--- config.mk ---
export PLATFORM = sky130hd
export DESIGN_NAME = led_pattern_ctrl
export DESIGN_NICKNAME = d
export VERILOG_FILES = /design/src/rtl/led_pattern_ctrl_pkg.sv /design/src/rtl/led_pattern_ctrl_tick_prescaler.sv /design/src/rtl/led_pattern_ctrl.sv
export SDC_FILE = /design/constraint.sdc
export NUM_CORES = 1
export LEC_CHECK = 0
export ABC_AREA = 1
export BUFFER_PORTS_ARGS = -buffer_cell sky130_fd_sc_hd__buf_2
export CORE_MARGIN = 5
export CORE_UTILIZATION = 60
export DETAILED_ROUTE_END_ITERATION = 16
export GPL_TIMING_DRIVEN = 1
export PLACE_DENSITY = 0.8
export REMOVE_ABC_BUFFERS = 1
export SETUP_SLACK_MARGIN = 0.1
export SYNTH_ARGS = -nofsm -noshare
export SYNTH_HDL_FRONTEND = slang
export SYNTH_SLANG_ARGS = --single-unit
--- constraint.sdc ---
create_clock -name clk -period 4.7 [get_ports clk]
set_input_delay 0.235 -clock clk [delete_from_list [all_inputs] [get_ports clk]]
set_output_delay 0.235 -clock clk [all_outputs]
set_load 0.005 [all_outputs]
--- src/rtl/led_pattern_ctrl_pkg.sv ---
// led_pattern_ctrl_pkg: mode, state and direction encodings plus LED start
// values shared by the LED pattern sequencer and its prescaler.
package led_pattern_ctrl_pkg;

   typedef enum logic [1:0] {
      MODE_RIPL = 2'b00,
      MODE_RIPR = 2'b01,
      MODE_BNC  = 2'b10,
      MODE_BLNK = 2'b11
   } mode_e;

   typedef enum logic [1:0] {
      ST_LOAD  = 2'b00,
      ST_RUN   = 2'b01,
      ST_PAUSE = 2'b10
   } state_e;

   typedef enum logic {
      DIR_LEFT  = 1'b0,
      DIR_RIGHT = 1'b1
   } dir_e;

   localparam logic [7:0] LED_START_L = 8'h01;
   localparam logic [7:0] LED_START_R = 8'h80;

   // Value loaded into the LED register when a mode is (re)selected.
   function automatic logic [7:0] start_led(input mode_e m);
      case (m)
         MODE_RIPR: return LED_START_R;
         MODE_BLNK: return 8'h00;
         default:   return LED_START_L;
      endcase
   endfunction

endpackage

--- src/rtl/led_pattern_ctrl_tick_prescaler.sv ---
// tick_prescaler: step-period counter. Period is DIV_BASE << speed clk cycles;
// the >= compare makes a mid-count speed decrease tick on the next enabled cycle.
module tick_prescaler #(
   parameter int unsigned DIV_BASE = 4,
   parameter int unsigned CNT_W    = 32
) (
   input  logic       clk,
   input  logic       reset,
   input  logic       en,
   input  logic       clr,
   input  logic [1:0] speed,
   output logic       tick
);

   logic [CNT_W-1:0] cnt;
   logic [CNT_W-1:0] period_m1;

   // Terminal count for the selected speed and the resulting tick.
   always_comb begin
      period_m1 = (CNT_W'(DIV_BASE) << speed) - CNT_W'(1);
      tick      = en && (cnt >= period_m1);
   end

   // Counter: cleared by reset/clr, advances only while enabled, restarts on tick.
   always_ff @(posedge clk) begin
      if (reset) begin
         cnt <= '0;
      end else if (clr) begin
         cnt <= '0;
      end else if (en) begin
         if (tick) begin
            cnt <= '0;
         end else begin
            cnt <= cnt + CNT_W'(1);
         end
      end
   end

endmodule

--- src/rtl/led_pattern_ctrl.sv ---
// led_pattern_ctrl: 8-LED pattern sequencer (ripple-left, ripple-right, bounce,
// blink) with speed select and pause. Optional macro LED_PAT_BOUNCE_EN enables
// bounce for mode 10; without it mode 10 behaves as ripple-left.
import led_pattern_ctrl_pkg::*;

module led_pattern_ctrl #(
   parameter int unsigned DIV_BASE = 4,
   parameter int unsigned CNT_W    = 32
) (
   input  logic       clk,
   input  logic       reset,
   input  logic [1:0] mode,
   input  logic [1:0] speed,
   input  logic       pause,
   output logic [7:0] led,
   output logic       step
);

   state_e state;
   mode_e  mode_in;
   mode_e  mode_q;
   logic   mode_chg;
   logic   presc_en;
   logic   presc_clr;
   logic   tick;
`ifdef LED_PAT_BOUNCE_EN
   dir_e   dir;
`endif

   // Pattern actually applied for a registered mode selection.
   function automatic mode_e pat_mode(input mode_e m);
`ifdef LED_PAT_BOUNCE_EN
      return m;
`else
      return (m == MODE_BNC) ? MODE_RIPL : m;
`endif
   endfunction

   // Mode change has priority over pause; the prescaler only runs when neither applies.
   always_comb begin
      mode_in   = mode_e'(mode);
      mode_chg  = (state != ST_LOAD) && (mode_in != mode_q);
      presc_clr = (state == ST_LOAD);
      presc_en  = (state != ST_LOAD) && !mode_chg && !pause;
   end

   tick_prescaler #(
      .DIV_BASE (DIV_BASE),
      .CNT_W    (CNT_W)
   ) u_prescaler (
      .clk   (clk),
      .reset (reset),
      .en    (presc_en),
      .clr   (presc_clr),
      .speed (speed),
      .tick  (tick)
   );

   // Sequencer FSM with registered LED pattern and step pulse.
   always_ff @(posedge clk) begin
      if (reset) begin
         state  <= ST_RUN;
         mode_q <= MODE_RIPL;
         led    <= LED_START_L;
         step   <= 1'b0;
`ifdef LED_PAT_BOUNCE_EN
         dir    <= DIR_LEFT;
`endif
      end else begin
         step <= 1'b0;
         case (state)
            ST_LOAD: begin
               led    <= start_led(mode_in);
               mode_q <= mode_in;
`ifdef LED_PAT_BOUNCE_EN
               dir    <= DIR_LEFT;
`endif
               state  <= pause ? ST_PAUSE : ST_RUN;
            end
            ST_RUN, ST_PAUSE: begin
               if (mode_chg) begin
                  state <= ST_LOAD;
               end else if (pause) begin
                  state <= ST_PAUSE;
               end else begin
                  state <= ST_RUN;
                  if (tick) begin
                     step <= 1'b1;
                     case (pat_mode(mode_q))
                        MODE_RIPR: led <= {led[0], led[7:1]};
                        MODE_BLNK: led <= ~led;
`ifdef LED_PAT_BOUNCE_EN
                        // End values reverse direction without repeating the end LED.
                        MODE_BNC: begin
                           if (dir == DIR_LEFT) begin
                              if (led[7]) begin
                                 dir <= DIR_RIGHT;
                                 led <= 8'h40;
                              end else begin
                                 led <= {led[6:0], 1'b0};
                              end
                           end else begin
                              if (led[0]) begin
                                 dir <= DIR_LEFT;
                                 led <= 8'h02;
                              end else begin
                                 led <= {1'b0, led[7:1]};
                              end
                           end
                        end
`endif
                        default:   led <= {led[6:0], led[7]};
                     endcase
                  end
               end
            end
            default: state <= ST_LOAD;
         endcase
      end
   end

endmodule
## Word level (Yosys, flattened, before mapping)

Cells that the tools add are included.

- Register bits: 45
- Output and inout bits: 9

- Reductions and logical operators: 13
- Shifts and indexed selects: 1
- Multiplexer cells: 12
- Bitwise operators: 2
- Equal/unequal tests: 11
- $lt $le $gt $ge: 1
- Add/sub/neg operators: 2

Operator list:

| operator | count |
|---|---|
| $pmux 8 s2 | 3 |
| $add 32x1->32 const B | 1 |
| $ge 32x32->1 | 1 |
| $mux 32 | 1 |
| $shl 3x2->32 const A | 1 |
| $sub 32x1->32 const B | 1 |
| $mux 8 | 3 |
| $eq 2x2->1 const B | 4 |
| $not 8->8 | 1 |
| $eq 2x1->1 const B | 3 |
| $mux 2 | 3 |
| $ne 2x2->1 const B | 3 |
| $logic_and 1x1->1 | 4 |
| $pmux 2 s2 | 1 |
| $reduce_and 4->1 | 1 |
| $reduce_bool 2->1 | 2 |
| $reduce_or 2->1 | 2 |
| $reduce_or 4->1 | 1 |
| $logic_not 1->1 | 2 |
| $logic_not 2->1 | 1 |
| $ne 2x2->1 | 1 |
| $mux 1 | 1 |
| $not 1->1 | 1 |

## Logic depth before layout (Yosys ltp)

Gate-level depths: netlist (run 1).

- Depth after elaboration: 10
- Mapped depth: 12
- Gate-level depth less buffers: 12

## Modules after synthesis

A second synthesis (run 1) with hierarchy kept.

- Cells, all modules: 271
- Area, all modules: 2087.0 µm²

By module, submodules not included:

| module | cells an instance | instances | area each (µm²) |
|---|---|---|---|
| tick_prescaler | 156 | 1 | 1226.2 |
| led_pattern_ctrl | 115 | 1 | 860.8 |

## Worst setup path after synthesis (run 1)

No wires, ideal clock.

- Path kind: register to register
- From: reg state[0]
- To: reg u_prescaler.cnt[13]
- Path buffers: 1
- Cell stages (with the launch flop): 7
- Period minus slack after synthesis: 1470 ps
- Arrival: 1394 ps
- Path slack: 3230 ps
- Data required time: 4624 ps
- Path through: dfxtp_1 -> inv_1 -> ha_1 -> nor2_1 -> clkinv_1 -> buf_1 -> nor3_2

- Longest elaborated chain between the ends: 7
- Elaborated cells on any way between the ends: 9
- Those cells by class: mux (1); reduce/logical (8)

RTL lines:

| what | line | source |
|---|---|---|
| start: declaration | led_pattern_ctrl.sv:19 | `state_e state;` |
| start signal: assignment | led_pattern_ctrl.sv:78 | `state <= pause ? ST_PAUSE : ST_RUN;` |
| $reduce_bool 2->1 | led_pattern_ctrl.sv:42, led_pattern_ctrl.sv:44 |  |
| $logic_and 1x1->1 | led_pattern_ctrl.sv:42 | `mode_chg = (state != ST_LOAD) && (mode_in != mode_q);` |
| $logic_not 1->1 | led_pattern_ctrl.sv:44 | `presc_en = (state != ST_LOAD) && !mode_chg && !pause;` |
| $logic_and 1x1->1 (2 in a row) | led_pattern_ctrl.sv:44 |  |
| $logic_and 1x1->1 | led_pattern_ctrl_tick_prescaler.sv:21 | `tick = en && (cnt >= period_m1);` |
| $mux 32 | led_pattern_ctrl_tick_prescaler.sv:31 | `if (tick) begin` |
| end signal: assignment | led_pattern_ctrl_tick_prescaler.sv:34 | `cnt <= cnt + CNT_W'(1);` |
| end: declaration | led_pattern_ctrl_tick_prescaler.sv:15 | `logic [CNT_W-1:0] cnt;` |

Several ways; a longest one is shown, not always the timed one.
A chain may end at the register's enable or synchronous reset.

## Final worst setup path (run 1)

- From: reg state[0]
- To: reg u_prescaler.cnt[30]

Same word-level chain as after synthesis.

==> impl_metrics.csv, run 1 <==
group,metric,value,unit
synthesis,synth_top_family_by_area,"simple AND/OR/NAND/NOR gates",
place,dp_cells,314,
synthesis,synthAdderAreaFrac,0.0437,
cts,post_cts_buffers,0,
timing,skew,0.00409,ns
timing,slew_headroom,0.482,
place,place_hpwl,2420,µm
status,status,"complete, no violations",
cts,h-tree-depth,2,
die,initial_core_util,0.610,
global_route,antenna_found_initial,0,
cts,numCtsBuffers,5,
cells_and_area,syn2layout_area_growth,8.93,%
cts,tritoncts,"done",
synthesis,syn_inst,259,
hold_path,hp-class,"in2reg",
synthesis,seq_area_frac_synth,0.449,
die,die_h,67.8,µm
die,num_rows,21,
synthesis,syn_avg_cell_area,7.74,µm²
synthesis,synth_xor_area_frac,0.0262,
timing,finalCritPeriodShare,0.419,
cts,hold_buffers,0,
power,ir_drop,0.000234,V
global_route,first_global_vias,1481,
timing,rsz0062_at_grt,"false",
hold_path,holdPathStages,2,
synthesis,yosys_warnings,0,
die,die_area,0.00460,mm²
route,vias_per_cell,5.00,
cts,clk_latency,0.36,ns
route,dr.pass1.iters,4,
power,power,725,µW
place,port_buffers,15,
cts,cts_buffer_depth,2,
critical_path,cp_max_fo,25,
cells_and_area,nNetsFinal,289,
critical_path,r2r_end,"u_prescaler.cnt[30]$_SDFFE_PP0P_",
cts,clk_pin_slew_worst_paths,0.14,ns
route,drt-total-wl,3480,µm
global_route,gr-total-overflow,0,
hold_path,min-delay-start,"pause",
die,io_pins,16,
job,maxCapViolations,0,
timing,finalHoldViolCount,0,
critical_path,endpoint_kind,"flop",
route,ant_nets,0,
global_route,grt.total_usage,0.181,
critical_path,crit_type,"reg2reg",
synthesis,yosys.area_share.simple,0.321,
critical_path,crit_chain,"inv_1 -> ha_1 -> nor2_1 -> clkinv_1 -> nor3_1",
critical_path,crit_slowest_cell,"clkinv_1",
cells_and_area,final_cells,322,
cells_and_area,antenna_cells,0,
critical_path,reg2regPathDepth,5,
die,fp.coreArea,0.00328,mm²
cells_and_area,drive_gt1_frac,0.156,
timing,fin_crit,1.97,ns
synthesis,synth_mux_area_frac,0,
timing,max_freq,508,MHz
synthesis,synth_compound_area_frac,0.0768,
cells_and_area,fillCellCount,289,
route,route.detailed.drc,0,
power,powerDensity,332,mW/mm²
critical_path,max_stage_delay,0.65,ns
critical_path,critPathBufInv,2,
place,gp_congestion,0.785,
route,drtIter0Drc,88,
route,route.vias.total,1611,
critical_path,r2r_setup_slack,2.73,ns
critical_path,cp.arrival,2.25,ns
cells_and_area,final_common_cell,"nand2_1",
global_route,grt_max_degree,26,
cells_and_area,final_cell_mix,"nand2_1 (65), dfxtp_1 (45), nor2_1 (34)",
power,p_leak,0.932,nW
die,die-width,67.8,µm
synthesis,synth.distinct_cells,33,
global_route,grt_pass1_wl,6300,µm
timing,maxSlewViolCount,0,
timing,fin_setup_tns,0,ns
timing,worstMarginPinSlew,0.772,ns
route,routedWlPerCell,10.8,µm
timing,finalSetupViolCount,0,
cts,ctsResizeCount,0,
synthesis,ys_seq_elements,45,
critical_path,start_kind,"flop",
cts,clock-sinks,45,
critical_path,cp.required,4.98,ns
synthesis,synth_area,0.00200,mm²
cts,cts-root-buf,"clkbuf_4",
critical_path,reg2reg_from,"state[0]$_SDFF_PP1_",
hold_path,holdPathEnd,"state[0]$_SDFF_PP1_",
critical_path,path_delay_family,"buffers and inverters",
-- routing by layer --
layer | global-route usage | wire length, µm | vias to the layer above
met5 | 0 | 0 | -
met4 | 0.0596 | 56 | 0
met3 | 0.0499 | 164 | 7
met2 | 0.312 | 1650 | 29
met1 | 0.216 | 1610 | 725
li1 | - | - | 850
-- state kept, by name (all words and copies together), names as in the netlist --
register / flops
led: 8
state: 2
mode_q: 2
u_prescaler.cnt: 32
step: 1
-- kinds of logic (layout without fill, tap and decap cells) --
family	count (synthesis)	count (layout)
DFF	45	45
and+or+nand+nor	136	136
other	1	1
buffers and inverters	38	55
adders and majority gates	7	7
AOI/OAI and AO/OA	26	26
xor gates and xnor gates	6	6
-- worst max-delay path by stage --
| stage | from | end | slack, ns | depth (start not counted) |
|---|---|---|---|---|
| finish | state[0]$_SDFF_PP1_ | u_prescaler.cnt[30]$_SDFFE_PP0P_ | 2.73 | 5 |
| global route | state[0]$_SDFF_PP1_ | u_prescaler.cnt[12]$_SDFFE_PP0P_ | 2.45 | 5 |
| CTS | state[0]$_SDFF_PP1_ | u_prescaler.cnt[30]$_SDFFE_PP0P_ | 2.67 | 5 |
| detailed placement | state[0]$_SDFF_PP1_ | u_prescaler.cnt[30]$_SDFFE_PP0P_ | 2.70 | 5 |
| global placement | state[0]$_SDFF_PP1_ | u_prescaler.cnt[12]$_SDFFE_PP0P_ | 2.81 | 5 |
| floorplan | state[0]$_SDFF_PP1_ | u_prescaler.cnt[12]$_SDFFE_PP0P_ | 3.05 | 5 |
-- cell usage after synthesis (all sizes together) --
cell    count  area share
nand2      69        0.14
ha          7       0.044
o31ai       1      0.0037
nor3b       1      0.0037
o211ai      5       0.019
nor2       35       0.069
buf         4       0.016
and3        1      0.0031
o21ai       9       0.022
inv        31       0.059
o221ai      1      0.0044
a21oi       8       0.020
dfxtp      45        0.45
clkinv      1      0.0019
o22ai       1      0.0031
conb        1      0.0019
nand3      10       0.034
clkbuf      2      0.0037
nor3       20       0.075
a32oi       1      0.0044
xor2        3       0.013
xnor2       3       0.013
-- final cells by class --
| type | instances | area [µm²] | share of cell area |
|---|---|---|---|
| clock buffers | 5 | 37.5 | 0.0172 |
| clock inverters | 3 | 47.5 | 0.0218 |
| inverters | 32 | 123 | 0.0562 |
| multi-input cells | 176 | 942 | 0.432 |
| flip-flops and latches | 45 | 901 | 0.413 |
| well taps | 46 | 57.6 | 0.0264 |
| repair buffers | 15 | 75.1 | 0.0344 |
-- worst register-to-register path, stage by stage, from the launching register on --
cell,delay (ns)
dfxtp_1,0.36
inv_1,0.05
ha_1,0.24
nor2_1,0.19
clkinv_1,0.65
nor3_1,0.39
-- through the flow --
stage               instance area [µm²]  hold slack [ns]   util  setup slack, ns
finish                             2180            0.100  0.665             2.73
global route                       2180           0.0979  0.665             2.45
CTS                                2180           0.0913  0.665             2.67
detailed placement                 2100            0.432  0.639             2.70
global placement                   2100            0.427  0.639             2.81
floorplan                          1970            0.321      -             3.05
-- power by group --
group          switching, mW  internal (mW)  leakage [nW]
logic                 0.0561         0.0247         0.523
clock network          0.133          0.116        0.0462
registers            0.00719          0.388         0.364
(Power assumes the default switching activity.)
==> run 2, diff against run 1 <==
--- a/config.mk
+++ b/config.mk
@@ -8,10 +8,10 @@
 export ABC_AREA = 1
 export BUFFER_PORTS_ARGS = -buffer_cell sky130_fd_sc_hd__buf_2
 export CORE_MARGIN = 5
-export CORE_UTILIZATION = 60
+export CORE_UTILIZATION = 53
 export DETAILED_ROUTE_END_ITERATION = 16
 export GPL_TIMING_DRIVEN = 1
-export PLACE_DENSITY = 0.8
+export PLACE_DENSITY = 0.75
 export REMOVE_ABC_BUFFERS = 1
 export SETUP_SLACK_MARGIN = 0.1
 export SYNTH_ARGS = -nofsm -noshare
==> constraint.sdc (replaced) <==
create_clock -name clk -period 1.81 [get_ports clk]
set_input_delay 0.0905 -clock clk [delete_from_list [all_inputs] [get_ports clk]]
set_output_delay 0.0905 -clock clk [all_outputs]
set_load 0.005 [all_outputs]
==> impl_metrics.csv, run 2 (same netlist as run 1, synthesis figures left out) <==
group,metric,value,unit
job,maxCapViolations,0,
critical_path,crit_chain,"ha_1 -> nand2_1 -> nand2_1 -> inv_1 -> nand2_1 -> nor2_1 -> nand3_2 -> nand3_4 -> nand2_2 -> nand2_1 -> nand3_1",
route,route.detailed.drc,0,
critical_path,critPathLaunch,"u_prescaler.cnt[5]$_SDFFE_PP0P_",
timing,max_freq,646,MHz
global_route,grt_max_degree,26,
place,gp_congestion,0.817,
timing,finalHoldViolCount,0,
timing,maxSlewViolCount,0,
cts,cts_buffer_depth,2,
critical_path,endpoint_kind,"flop",
cts,clock-sinks,45,
cells_and_area,nNetsFinal,293,
cts,tritoncts,"done",
hold_path,min-delay-start,"pause",
critical_path,cp_max_fo,7,
timing,worstMarginPinSlew,0.506,ns
route,route.vias.total,1589,
cells_and_area,drive_gt1_frac,0.186,
cts,clk_latency,0.29,ns
die,die_area,0.00511,mm²
cells_and_area,final_common_cell,"nand2_1",
global_route,gr-total-overflow,0,
power,powerDensity,854,mW/mm²
cells_and_area,final_cell_mix,"nand2_1 (65), dfxtp_1 (43), nor2_1 (33)",
route,dr.pass1.iters,4,
cts,cts-root-buf,"clkbuf_8",
timing,finalCritPeriodShare,0.855,
cts,h-tree-depth,2,
timing,rsz0062_at_grt,"false",
cells_and_area,final_cells,328,
cells_and_area,largest_reg_flops,32,
power,ir_drop,0.000603,V
die,die-width,71.5,µm
cells_and_area,fillCellCount,321,
critical_path,cp_common_cell,"nand2_1",
critical_path,cp.required,1.98,ns
cells_and_area,reg_top3,"u_prescaler.cnt: 32 flops, led: 8 flops",
status,status,"complete, no violations",
route,ant_nets,0,
hold_path,hp-class,"in2reg",
cells_and_area,post-route-cell-area,0.00225,mm²
route,drt-total-wl,3500,µm
power,p_leak,0.968,nW
die,die_h,71.5,µm
cells_and_area,antenna_cells,0,
global_route,grt.total_usage,0.147,
critical_path,reg2regPathDepth,11,
critical_path,cp.arrival,1.71,ns
die,fp.coreArea,0.00366,mm²
global_route,grt_pass1_wl,6180,µm
route,routedWlPerCell,10.7,µm
die,num_rows,22,
critical_path,reg2reg_from,"u_prescaler.cnt[5]$_SDFFE_PP0P_",
place,port_buffers,15,
route,vias_per_cell,4.84,
place,dp_cells,319,
timing,skew,0.00616,ns
die,initial_core_util,0.548,
cells_and_area,multi_input_area,953,µm²
cts,hold_buffers,0,
critical_path,max_stage_delay,0.35,ns
place,place_hpwl,2440,µm
cts,clk_pin_slew_worst_paths,0.08,ns
global_route,first_global_vias,1416,
hold_path,holdPathStages,2,
cts,numCtsBuffers,5,
timing,fin_crit,1.55,ns
timing,slew_headroom,0.661,
cells_and_area,max_flop_register,"u_prescaler.cnt",
critical_path,crit_slowest_cell,"dfxtp_2",
critical_path,crit_type,"reg2reg",
cells_and_area,ff_latch_area,903,µm²
die,io_pins,16,
cells_and_area,syn2layout_area_growth,12.0,%
place,dpl-instance-area,0.00212,mm²
critical_path,r2r_end,"led[0]$_SDFFE_PP1P_",
route,drtIter0Drc,142,
place,pre_cts_ws,0.224,ns
critical_path,r2r_setup_slack,0.26,ns
timing,finalSetupViolCount,0,
timing,worst_slack,0.262,ns
global_route,antenna_found_initial,0,
critical_path,start_kind,"flop",
timing,fin_setup_tns,0,ns
hold_path,holdPathEnd,"state[0]$_SDFF_PP1_",
==> run 2: cell types whose count changed in the layout (fill, tap and decap cells not counted), sizes merged <==
cell	change
buf	+4
inv	-2
clkbuf	+2
clkinv	+1
bufinv	-1
==> run 2: where the power goes <==
| group | total [mW] | internal [mW] | switching, mW |
|---|---|---|---|
| Combinational | 0.223 | 0.0723 | 0.151 |
| Sequential | 1.03 | 1.01 | 0.0192 |
| Clock | 0.669 | 0.345 | 0.324 |
| Total | 1.92 | 1.42 | 0.494 |
==> run 2: worst max-delay path: cells and delay by family, from the launching register on <==
| kind | cells | cell delay [ns] |
|---|---|---|
| flops | 1 | 0.35 |
| fa+ha+maj | 1 | 0.24 |
| buf+inv | 1 | 0.05 |
| simple gates | 9 | 0.77 |
==> run 2: worst max-delay path by stage <==
stage / to / slack (ns) / cells past startpoint
final: led[0]$_SDFFE_PP1P_ / 0.26 / 11
after global placement: led[0]$_SDFFE_PP1P_ / 0.27 / 11
after floorplan: u_prescaler.cnt[12]$_SDFFE_PP0P_ / 0.16 / 5
after detailed placement: led[0]$_SDFFE_PP1P_ / 0.22 / 11
after global routing: led[5]$_SDFFE_PP0P_ / 0.13 / 9
after CTS: led[0]$_SDFFE_PP1P_ / 0.21 / 11
==> run 2: final cells by class <==
type	count	share of cell area
multi-input combinational	176	0.425
clock buffer	7	0.0429
clock inverter	1	0.00223
inverter	32	0.0546
timing repair buffer	19	0.0468
sequential	45	0.402
tap	48	0.0267
==> run 2: metrics by stage <==
stage / hold WS (ns) / power (mW) / utilization
floorplan: 0.176 / 1.20 / -
global placement: 0.330 / 1.27 / 0.580
detailed placement: 0.326 / 1.27 / 0.580
CTS: 0.0113 / 1.94 / 0.608
global route: 0.0395 / 2.00 / 0.613
finish: 0.0329 / 1.92 / 0.613
==> run 2: what timing repair did <==
action | CTS | global route
endpoints found under the hold margin | 0 | 0
setup endpoints to repair | 0 | 8
buffers inserted | 0 | 1
gates resized for setup | 0 | 5
==> run 2: routing by layer <==
metal / vias to the layer above / GRT usage / wire [µm]
met2: 23 / 0.221 / 1590
li1: 858 / - / -
met1: 706 / 0.207 / 1750
met4: 0 / 0.0459 / 13
met5: - / 0 / 0
met3: 2 / 0.0351 / 135
